[src/rtl/b03_grant_monitor.sv]
// Grant monitor for the b03 round-robin arbiter: tracks the current owner, counts
// grants per client, measures ownership length and flags one-hot and starvation faults.
module b03_grant_monitor #(
    parameter int MAX_WAIT = 15,
    parameter int CNT_W    = 8
) (
    input  logic             CLOCK,
    input  logic             RESET,
    input  logic [3:0]       REQUEST,
    input  logic [3:0]       GRANT_O,
    input  logic             CLEAR,
    output logic             VALID,
    output logic [1:0]       OWNER,
    output logic [CNT_W-1:0] GRANT_CNT0,
    output logic [CNT_W-1:0] GRANT_CNT1,
    output logic [CNT_W-1:0] GRANT_CNT2,
    output logic [CNT_W-1:0] GRANT_CNT3,
    output logic [CNT_W-1:0] LAST_HOLD,
    output logic [3:0]       WAIT_ERR,
    output logic             ONEHOT_ERR
);

    localparam int WAIT_W = $clog2(MAX_WAIT + 1);

    typedef enum logic {IDLE, OWNED} state_t;

    state_t             state_q, state_d;
    logic [1:0]         owner_q, owner_d;
    logic [CNT_W-1:0]   hold_q, hold_d;
    logic [CNT_W-1:0]   last_hold_q, last_hold_d;
    logic [CNT_W-1:0]   grant_cnt_q [4];
    logic [WAIT_W-1:0]  wait_cnt_q [4];
    logic [3:0]         wait_err_q;
    logic               onehot_err_q;
    logic [3:0]         cnt_inc;

    logic [2:0]         grant_ones;
    logic [1:0]         grant_idx;
    logic               is_zero, is_one, is_multi;

    always_comb begin
        grant_idx  = 2'd0;
        grant_ones = 3'(GRANT_O[0]) + 3'(GRANT_O[1]) + 3'(GRANT_O[2]) + 3'(GRANT_O[3]);
        for (int i = 0; i < 4; i++) begin
            if (GRANT_O[i]) grant_idx = 2'(i);
        end
        is_zero  = (grant_ones == 3'd0);
        is_one   = (grant_ones == 3'd1);
        is_multi = (grant_ones > 3'd1);
    end

    // NOTE: every signal gets its default before the case so no path can infer a latch.
    always_comb begin
        state_d     = state_q;
        owner_d     = owner_q;
        hold_d      = hold_q;
        last_hold_d = last_hold_q;
        cnt_inc     = 4'b0000;
        case (state_q)
            IDLE: begin
                if (is_one) begin
                    state_d            = OWNED;
                    owner_d            = grant_idx;
                    cnt_inc[grant_idx] = 1'b1;
                    hold_d             = CNT_W'(1);
                end
            end
            OWNED: begin
                if (is_one && grant_idx == owner_q) begin
                    hold_d = (hold_q == '1) ? hold_q : hold_q + 1'b1;
                end else if (is_one) begin
                    last_hold_d        = hold_q;
                    owner_d            = grant_idx;
                    cnt_inc[grant_idx] = 1'b1;
                    hold_d             = CNT_W'(1);
                end else if (is_zero) begin
                    state_d     = IDLE;
                    last_hold_d = hold_q;
                    hold_d      = '0;
                end
            end
            default: state_d = IDLE;
        endcase
    end

    // NOTE: state registers use non-blocking assignments so every flop samples pre-edge values.
    always_ff @(posedge CLOCK) begin
        if (RESET) begin
            state_q      <= IDLE;
            owner_q      <= 2'd0;
            hold_q       <= '0;
            last_hold_q  <= '0;
            wait_err_q   <= 4'b0000;
            onehot_err_q <= 1'b0;
            for (int i = 0; i < 4; i++) begin
                grant_cnt_q[i] <= '0;
                wait_cnt_q[i]  <= '0;
            end
        end else begin
            state_q <= state_d;
            owner_q <= owner_d;
            hold_q  <= hold_d;
            // CLEAR beats any same-cycle update of counters and sticky flags.
            last_hold_q  <= CLEAR ? '0 : last_hold_d;
            onehot_err_q <= CLEAR ? 1'b0 : (onehot_err_q | is_multi);
            for (int i = 0; i < 4; i++) begin
                if (CLEAR) begin
                    grant_cnt_q[i] <= '0;
                    wait_cnt_q[i]  <= '0;
                    wait_err_q[i]  <= 1'b0;
                end else begin
                    if (cnt_inc[i] && grant_cnt_q[i] != '1)
                        grant_cnt_q[i] <= grant_cnt_q[i] + 1'b1;
                    if (REQUEST[i] && !GRANT_O[i]) begin
                        if (wait_cnt_q[i] == WAIT_W'(MAX_WAIT))
                            wait_err_q[i] <= 1'b1;
                        else
                            wait_cnt_q[i] <= wait_cnt_q[i] + 1'b1;
                    end else begin
                        wait_cnt_q[i] <= '0;
                    end
                end
            end
        end
    end

    assign VALID      = (state_q == OWNED);
    assign OWNER      = owner_q;
    assign GRANT_CNT0 = grant_cnt_q[0];
    assign GRANT_CNT1 = grant_cnt_q[1];
    assign GRANT_CNT2 = grant_cnt_q[2];
    assign GRANT_CNT3 = grant_cnt_q[3];
    assign LAST_HOLD  = last_hold_q;
    assign WAIT_ERR   = wait_err_q;
    assign ONEHOT_ERR = onehot_err_q;

endmodule

[config.mk]
export PLATFORM = sky130hd
export DESIGN_NAME = b03_grant_monitor
export DESIGN_NICKNAME = d
export VERILOG_FILES = /design/src/rtl/b03_grant_monitor.sv
export SDC_FILE = /design/constraint.sdc
export NUM_CORES = 1
export LEC_CHECK = 0
export ABC_CLOCK_PERIOD_IN_PS = 3390
export CAP_MARGIN = 10
export CORE_ASPECT_RATIO = 1.2
export CORE_MARGIN = 2
export CORE_UTILIZATION = 35
export CTS_CLUSTER_SIZE = 8
export DETAILED_ROUTE_END_ITERATION = 16
export PLACE_DENSITY = 0.56
export SLEW_MARGIN = 20
export SYNTH_ARGS = -nofsm -noshare
export SYNTH_HDL_FRONTEND = slang
export SYNTH_SLANG_ARGS = --single-unit
[constraint.sdc]
create_clock -name CLOCK -period 3.39 [get_ports CLOCK]
set_clock_uncertainty 0.2 [all_clocks]
set_input_delay 0.678 -clock CLOCK [delete_from_list [all_inputs] [get_ports CLOCK]]
set_output_delay 0.678 -clock CLOCK [all_outputs]
set_load 0.03 [all_outputs]
* Word level (Yosys, flattened, before mapping)
Memories as Yosys holds them, arrays and structs flattened. Index checks and enable logic that the tools add are counted.
Storage, ports and cells: flip-flop bits (word level) 24, bits in writable memories 48, logic and storage cells 188, memories 2
Memories:
- grant_cnt_q | words 4, bits a word 8, read ports 4, clocked after memory_dff 0, wr ports 4, line 31 | logic [CNT_W-1:0] grant_cnt_q [4];
- wait_cnt_q | words 4, bits a word 4, read ports 4, clocked after memory_dff 0, wr ports 4, line 32 | logic [WAIT_W-1:0] wait_cnt_q [4];
Cells by class: add/subtract/negate cells 12, $lt $le $gt $ge 3, equal/unequal tests 15, mux-type cells 101, bitwise logic cells 23, reduce and logical (&&, ||, !) cells 23
Operators by type and width (count):
- 8-bit two-way mux | 15
- 1-bit two-way mux | 63
- 4-bit two-way mux | 14
- 8-bit by 1-bit adder with 8-bit output, second input constant | 5
- 8-bit inequality test, second input constant | 4
- 1-bit bitwise OR | 21
- 4-bit by 1-bit adder with 4-bit output, second input constant | 4
- 4-bit == test, second input constant | 4
- 8-bit case mux with 2 select lines | 1
- 1-bit logical AND | 10
- 8-bit == test, second input constant | 1
- 2-bit two-way mux | 4
- 4-bit case mux with 2 select lines | 1
- 2-bit AND reduction | 4
- 3-bit AND reduction | 2
- 1-bit logical NOT | 4
- 2-bit inequality test, second input constant | 2
- 4-bit by 1-bit inequality test with 1-bit output, second input constant | 1
- 2-bit case mux with 2 select lines | 1
- 2-bit by 1-bit adder with 3-bit output | 1
- 3-bit by 1-bit adder with 3-bit output | 1
- 3-bit by 1-bit == test with 1-bit output, second input constant | 1
- 3-bit by 1-bit > comparator with 1-bit output, second input constant | 1
- 3-bit logical NOT | 1
- 10 further kinds | 11

* Longest topological paths before layout
Gate-level depths: netlist of run 1.
depth in word-level cells 16, mapped depth 13

* Worst setup path after synthesis of run 1
OpenSTA, ideal clock, no wires.
path type input-to-reg, from input port GRANT_O[3], to memory grant_cnt_q[2][0], enable pin, setup time 0.329 ns, arrival 2.865 ns, slack -0.004 ns, cell stages on the path 12, path buffers 2, cells stage by stage buf_4 > inv_1 > fa_1 > inv_1 > ha_1 > inv_1 > ha_1 > nor2_1 > and2_1 > buf_2 > nand4b_4 > nand2_1
RTL lines:
- start, declared | line 10 | input logic [3:0] GRANT_O,
- end, declared | line 31

* Final worst setup path of run 1
from input port GRANT_O[0], to register hold_q[4]
On the way: word-level cells in the longest chain between the ends 7, elaborated cells between the ends (all ways) 13
Ends and longest elaborated chain:
- 1-bit by 1-bit adder with 2-bit output (*) | line 43 | grant_ones = 3'(GRANT_O[0]) + 3'(GRANT_O[1]) + 3'(GRANT_O[2]) + 3'(GRANT_O[3]);
- 2-bit by 1-bit adder with 3-bit output (*) | line 43
- 3-bit by 1-bit adder with 3-bit output (*) | line 43
- 3-bit by 1-bit == test with 1-bit output | line 48 | is_one = (grant_ones == 3'd1);
- 8-bit two-way mux / 1-bit logical AND (equally long branches) | line 71, 69
- 8-bit two-way mux (tied with other cells) | line 69 | if (is_one && grant_idx == owner_q) begin
- 8-bit case mux with 2 select lines / 3-bit AND reduction (equally long branches)
- end signal, assigned | line 102 | hold_q <= hold_d;
- end, declared | line 29 | logic [CNT_W-1:0] hold_q, hold_d;
Mark *: on every way between the ends. The rest lies on a longest branch, timed or not. A chain may end at the register's enable or synchronous reset.

==> results of run 1 <==
[worst reg2reg max path, cell delays in order, from the launching register on]
cell,delay [ns]
edfxtp_1,0.46
ha_1,0.26
nand3_1,0.13
nor2_1,0.09
a311oi_1,0.41
nand4_4,0.13
nand2_1,0.14
buf_12,0.13
[cells in the mapped netlist, drive strengths merged, types with 4 or more instances]
cell,number
a21boi,10
a21oi,7
a31oi,5
and2,6
and3,13
buf,4
dfxtp,24
edfxtp,48
ha,13
inv,10
nand2,30
nand2b,4
nand3,32
nand4,6
nor2,55
nor3,4
o21ai,14
xnor2,13
xor2,23
[registers in the layout (all words and copies together), names as in the netlist]
| name | count |
|---|---|
| WAIT_ERR | 4 |
| wait_cnt_q | 16 |
| ONEHOT_ERR | 1 |
| grant_cnt_q | 32 |
| LAST_HOLD | 8 |
| hold_q | 8 |
| VALID | 1 |
| OWNER | 2 |
[worst max-delay path by stage]
stage               startpoint                         endpoint  cells past startpoint
finish              GRANT_O[0]           hold_q[4]$_SDFFE_PP0P_                     13
global route        GRANT_O[0]           hold_q[4]$_SDFFE_PP0P_                     13
CTS                 GRANT_O[1]  grant_cnt_q[0][3]$_SDFFCE_PN0P_                     13
detailed placement  GRANT_O[1]           hold_q[4]$_SDFFE_PP0P_                     13
global placement    GRANT_O[1]  grant_cnt_q[2][5]$_SDFFCE_PN0P_                     12
floorplan           GRANT_O[3]  grant_cnt_q[1][0]$_SDFFCE_PN0P_                     12
[kinds of logic (layout without fill, tap and decap cells)]
| family | Yosys count | after routing | share of synthesized area |
|---|---|---|---|
| DFF | 72 | 72 | 0.522 |
| buffers and inverters | 17 | 108 | 0.0190 |
| adders and majority gates | 14 | 14 | 0.0496 |
| AOI/OAI and AO/OA | 44 | 44 | 0.0887 |
| and+or+nand+nor | 162 | 162 | 0.232 |
| xor gates and xnor gates | 36 | 36 | 0.0856 |
| muxes | 1 | 1 | 0.00272 |
[power breakdown]
part           leakage, nW  internal [mW]  switching, mW
registers            0.748          0.964         0.0423
clock network        0.148          0.604          0.345
logic                0.981          0.155          0.184
total                 1.88           1.72          0.572
[layout make-up]
cell class / instances / area [um^2] / share of cell area
clock buffer: 12 / 256 / 0.0521
inverter: 10 / 37.5 / 0.00763
multi-input combinational: 257 / 1700 / 0.346
timing repair buffer: 82 / 801 / 0.163
clock inverter: 4 / 42.5 / 0.00864
tap: 129 / 161 / 0.0328
sequential: 72 / 1920 / 0.391
[per-layer routing]
metal	wire length [um]	vias up	track usage
li1	-	1409	-
met1	3770	1309	0.195
met2	3610	56	0.233
met3	299	13	0.0287
met4	168	0	0.0722
met5	0	-	0
==> flow_metrics.env, run 1 <==
export IMPL_crit_chain="clkdlybuf4s50_1, inv_1, fa_1, inv_1, ha_1, inv_1, ha_1, or2_2, a211oi_2, buf_4, nand4_1, xor2_1, nor2_1"
export IMPL_yosysUniqueCellTypes=51
export IMPL_viasPerCell=4.92
export IMPL_r2r_end="grant_cnt_q[0][0]$_SDFFCE_PN0P_"
export IMPL_yosysSeqAreaShare=0.522
export IMPL_holdWs_ns=0.239
export IMPL_hold_class="reg2reg"
export IMPL_die_w_um=97.6
export IMPL_worst_path_buf_inv=5
export IMPL_netlist_area_leader_share=0.391
export IMPL_rows=41
export IMPL_netlist_instances=346
export IMPL_fin_total_pwr_mw=2.29
export IMPL_hold_depth=2
export IMPL_vias=2787
export IMPL_yosys_warnings=0
export IMPL_synth_edf_count=48
export IMPL_fin_area_um2=4920
export IMPL_ys_flop_type="edfxtp_1"
export IMPL_crit_path_max_incr_delay_ns=0.53
export IMPL_cts_setup_buffers=0
export IMPL_worstPathMaxFanout=6
export IMPL_syn2layout_area_growth_pct=33.6
export IMPL_cts_sinks=72
export IMPL_io_pins=59
export IMPL_n_antenna_cell=0
export IMPL_clk_latency_ns=0.33
export IMPL_worst_slack_ns=0.145
export IMPL_reg2reg_slack_ns=1.17
export IMPL_numPortBuffers=58
export IMPL_grt_pass1_vias=2665
export IMPL_clock_fmax_ghz=0.308
export IMPL_cts_buffers=9
export IMPL_cts_resized_gates=0
export IMPL_worst_setup_path_start_kind="input port"
export IMPL_hold_viol_final=0
export IMPL_placed_area_um2=4610
export IMPL_syn_area_per_cell_um2=10.6
export IMPL_antenna_found_initial=0
export IMPL_drt_iter0_drc=153
export IMPL_layout_common_cells="clkdlybuf4s50_1, nor2_1, edfxtp_1, nand3_1, nand2_1"
export IMPL_setup_viol=0
export IMPL_drc=0
export IMPL_path_clk_slew_ns=0.05
export IMPL_start_util=0.355
export IMPL_grt_max_degree=20
export IMPL_fillCellCount=973
export IMPL_powerDensity_nw_per_um2=466
export IMPL_root_buffer="clkbuf_16"
export IMPL_place_hpwl_um=5740
export IMPL_dpl_cell_count=550
export IMPL_slew_viol_final=0
export IMPL_r2r_cells=7
export IMPL_arrival_ns=3.26
export IMPL_max_cap_violations=0
export IMPL_cts_tree="yes"
export IMPL_status="finished, final reports clean"
export IMPL_track_usage=0.147
export IMPL_place_ws_ns=-0.233
export IMPL_fp_dieArea_um2=11400
export IMPL_antenna_left=0
export IMPL_yosysTopAreaCell="edfxtp_1"
export IMPL_cts_max_level=3
export IMPL_crit_top_cell="inv_1"
export IMPL_final_layout_size_suffix_gt1_frac=0.137
export IMPL_p_leak_nw=1.88
export IMPL_grt_overflow_total=0
export IMPL_drtPass1Iterations=4
export IMPL_post_drt_wl_per_cell_um=13.9
export IMPL_routed_wl_um=7850
export IMPL_clk_path_buf_depth=2
export IMPL_hold_buffers=0
export IMPL_finalSetupTns_ns=0
export IMPL_synth_fp_nets=371
export IMPL_synth_seq_cells=72
export IMPL_hold_end="WAIT_ERR[2]$_SDFFE_PP0P_"
export IMPL_rsz0062_at_grt="no"
export IMPL_ir_drop_v=0.000275
export IMPL_num_nets_final=457
export IMPL_grt_pass1_wl_um=13200
export IMPL_synth_async_reset_ratio=0
export IMPL_post_route_util=0.475
export IMPL_fin_cells=566
export IMPL_cp_required_ns=3.40
export IMPL_synth_area_top_cells="edfxtp_1, dfxtp_1, nor2_1, xor2_1, ha_1"
export IMPL_rr_startpoint="grant_cnt_q[0][0]$_SDFFCE_PN0P_"
export IMPL_relSlewSlack=0.616
export IMPL_final_min_clock_period_ns=3.25
export IMPL_hold_start="WAIT_ERR[2]$_SDFFE_PP0P_"
export IMPL_fp_dieH_um=116
export IMPL_critPathTopFamily="adder cells"
export IMPL_gp_congestion=0.788
export IMPL_syn_area_um2=3680
export IMPL_endpoint_kind="flop"
export IMPL_final_period_utilization=0.957
export IMPL_worstMarginPinSlew_ns=0.573
export IMPL_core_area_um2=10400
export IMPL_crit_path_top_delay_cell="fa_1"
export IMPL_worstSetupPathType="in2reg"
export IMPL_layout_commonest_cell="clkdlybuf4s50_1"
Note: power is estimated with default switching activity, not from simulation.
==> run 2, diff against run 1 <==
--- a/config.mk
+++ b/config.mk
@@ -5,15 +5,17 @@
 export SDC_FILE = /design/constraint.sdc
 export NUM_CORES = 1
 export LEC_CHECK = 0
-export ABC_CLOCK_PERIOD_IN_PS = 3390
+export ABC_CLOCK_PERIOD_IN_PS = 4100
 export CAP_MARGIN = 10
 export CORE_ASPECT_RATIO = 1.2
 export CORE_MARGIN = 2
 export CORE_UTILIZATION = 35
+export CTS_CLUSTER_DIAMETER = 100
 export CTS_CLUSTER_SIZE = 8
 export DETAILED_ROUTE_END_ITERATION = 16
-export PLACE_DENSITY = 0.56
+export PLACE_DENSITY = 0.54
 export SLEW_MARGIN = 20
 export SYNTH_ARGS = -nofsm -noshare
 export SYNTH_HDL_FRONTEND = slang
 export SYNTH_SLANG_ARGS = --single-unit
+export TNS_END_PERCENT = 50
==> constraint.sdc (replaced) <==
create_clock -name CLOCK -period 4.1 [get_ports CLOCK]
set_clock_uncertainty 0.2 [all_clocks]
set_input_delay 0.82 -clock CLOCK [delete_from_list [all_inputs] [get_ports CLOCK]]
set_output_delay 0.82 -clock CLOCK [all_outputs]
set_load 0.03 [all_outputs]
==> run 2 against run 1 <==
Combinational power shrank 28%. Die area did not move. Non-clock buffer count shrank 13. Sequential cell count unchanged. Clock power down 19%. Cell count decreased by 2.3%. Register-to-register slack improved by 0.61 ns. Setup slack gained 0.39 ns. Wire length down 1.8%. First-iteration DRC count down 48%. Critical endpoint is now grant_cnt_q[2][0]$_SDFFCE_PN0P_. Largest cell class unchanged.
==> flow_metrics.env, run 2 (synthesis results as in run 1) <==
export IMPL_place_ws_ns=0.165
export IMPL_cts_sinks=72
export IMPL_clock_fmax_ghz=0.280
export IMPL_worstMarginPinSlew_ns=0.594
export IMPL_hold_class="reg2reg"
export IMPL_final_layout_size_suffix_gt1_frac=0.101
export IMPL_largest_reg_flops=32
export IMPL_clk_latency_ns=0.33
export IMPL_top_register="grant_cnt_q"
export IMPL_crit_path_top_delay_cell="clkdlybuf4s50_1"
export IMPL_p_leak_nw=1.78
export IMPL_cts_resized_gates=0
export IMPL_drt_iter0_drc=80
export IMPL_routed_wl_um=7710
export IMPL_numPortBuffers=58
export IMPL_gp_congestion=0.758
export IMPL_rsz0062_at_grt="no"
export IMPL_worst_slack_ns=0.534
export IMPL_reg_top3="grant_cnt_q: 32 flops, wait_cnt_q: 16 flops"
export IMPL_cts_max_level=3
export IMPL_layout_commonest_cell="clkdlybuf4s50_1"
export IMPL_cts_buffers=9
export IMPL_worst_path_buf_inv=5
export IMPL_critPathTopFamily="adder cells"
export IMPL_drtPass1Iterations=4
export IMPL_hold_buffers=0
export IMPL_crit_chain="clkdlybuf4s50_1, inv_1, fa_1, inv_1, ha_1, inv_1, ha_1, nor2_1, and2_1, buf_4, nand4b_4, nand2_1"
export IMPL_vias=2703
export IMPL_final_min_clock_period_ns=3.57
export IMPL_antenna_found_initial=0
export IMPL_fp_dieH_um=116
export IMPL_grt_overflow_total=0
export IMPL_crit_cells=12
export IMPL_cts_setup_buffers=0
export IMPL_die_w_um=97.6
export IMPL_viasPerCell=4.89
export IMPL_cts_tree="yes"
export IMPL_grt_max_degree=20
export IMPL_worstSetupPathType="in2reg"
export IMPL_root_buffer="clkbuf_16"
export IMPL_num_nets_final=444
export IMPL_path_clk_slew_ns=0.05
export IMPL_relSlewSlack=0.601
export IMPL_io_pins=59
export IMPL_antenna_left=0
export IMPL_powerDensity_nw_per_um2=387
export IMPL_start_util=0.355
export IMPL_crit_path_max_incr_delay_ns=0.51
export IMPL_hold_depth=2
export IMPL_clk_path_buf_depth=2
export IMPL_hold_viol_final=0
export IMPL_finalSetupTns_ns=0
export IMPL_core_area_um2=10400
export IMPL_grt_pass1_wl_um=13000
export IMPL_n_antenna_cell=0
export IMPL_setup_viol=0
export IMPL_final_period_utilization=0.870
export IMPL_worstPathMaxFanout=8
export IMPL_post_drt_wl_per_cell_um=13.9
export IMPL_r2r_cells=6
export IMPL_slew_viol_final=0
export IMPL_ir_drop_v=0.000208
export IMPL_drc=0
export IMPL_fp_dieArea_um2=11400
export IMPL_cp_required_ns=3.89
export IMPL_crit_top_cell="inv_1"
export IMPL_max_cap_violations=0
export IMPL_rows=41
export IMPL_layout_common_cells="clkdlybuf4s50_1, nor2_1, edfxtp_1, nand3_1, nand2_1"
export IMPL_endpoint_kind="flop"
export IMPL_grt_pass1_vias=2629
export IMPL_track_usage=0.145
export IMPL_arrival_ns=3.36
export IMPL_place_hpwl_um=5610
export IMPL_worst_setup_path_start_kind="input port"
export IMPL_status="finished, final reports clean"
export IMPL_syn2layout_area_growth_pct=29.4
-- run 2: layer usage --
| layer | GRT usage | wire, um |
|---|---|---|
| met3 | 0.0353 | 371 |
| met5 | 0 | 0 |
| met2 | 0.236 | 3610 |
| met1 | 0.183 | 3580 |
| met4 | 0.0667 | 155 |
-- run 2: cell type report --
cell class / instances / area (um^2)
clock buffers: 11 / 233
clock inverters: 5 / 58.8
fillers: 966 / 5600
inverters: 10 / 37.5
multi-input cells: 257 / 1690
flip-flops and latches: 72 / 1920
well taps: 129 / 161
repair buffers: 69 / 663
-- run 2: per-stage QoR --
step | power (mW) | util | hold slack (ns) | std cells | cell area (um^2)
final | 1.84 | 0.460 | 0.246 | 553 | 4770
after global routing | 1.92 | 0.460 | 0.266 | 553 | 4770
after CTS | 1.87 | 0.460 | 0.247 | 553 | 4770
after detailed placement | 1.10 | 0.432 | 0.239 | 537 | 4470
after global placement | 1.10 | 0.432 | 0.239 | 537 | 4470
after floorplan | 0.996 | - | 0.251 | 346 | 3680
-- run 2: power breakdown --
part	switching (mW)	internal, mW
Clock	0.294	0.471
Sequential	0.0349	0.797
Combinational	0.145	0.101
-- run 2: worst paths after layout --
path	startpoint	slack, ns	endpoint
setup / recovery	GRANT_O[1]	0.53	grant_cnt_q[2][0]$_SDFFCE_PN0P_
setup reg to reg	grant_cnt_q[0][0]$_SDFFCE_PN0P_	1.78	grant_cnt_q[0][4]$_SDFFCE_PN0P_
hold / removal	WAIT_ERR[2]$_SDFFE_PP0P_	0.25	WAIT_ERR[2]$_SDFFE_PP0P_
hold reg to reg	WAIT_ERR[2]$_SDFFE_PP0P_	0.25	WAIT_ERR[2]$_SDFFE_PP0P_
-- run 2: worst min-delay path, stage by stage (launching register included) --
cell and delay [ns]:
dfxtp_1 0.31, nand2_1 0.05, nand2_1 0.04
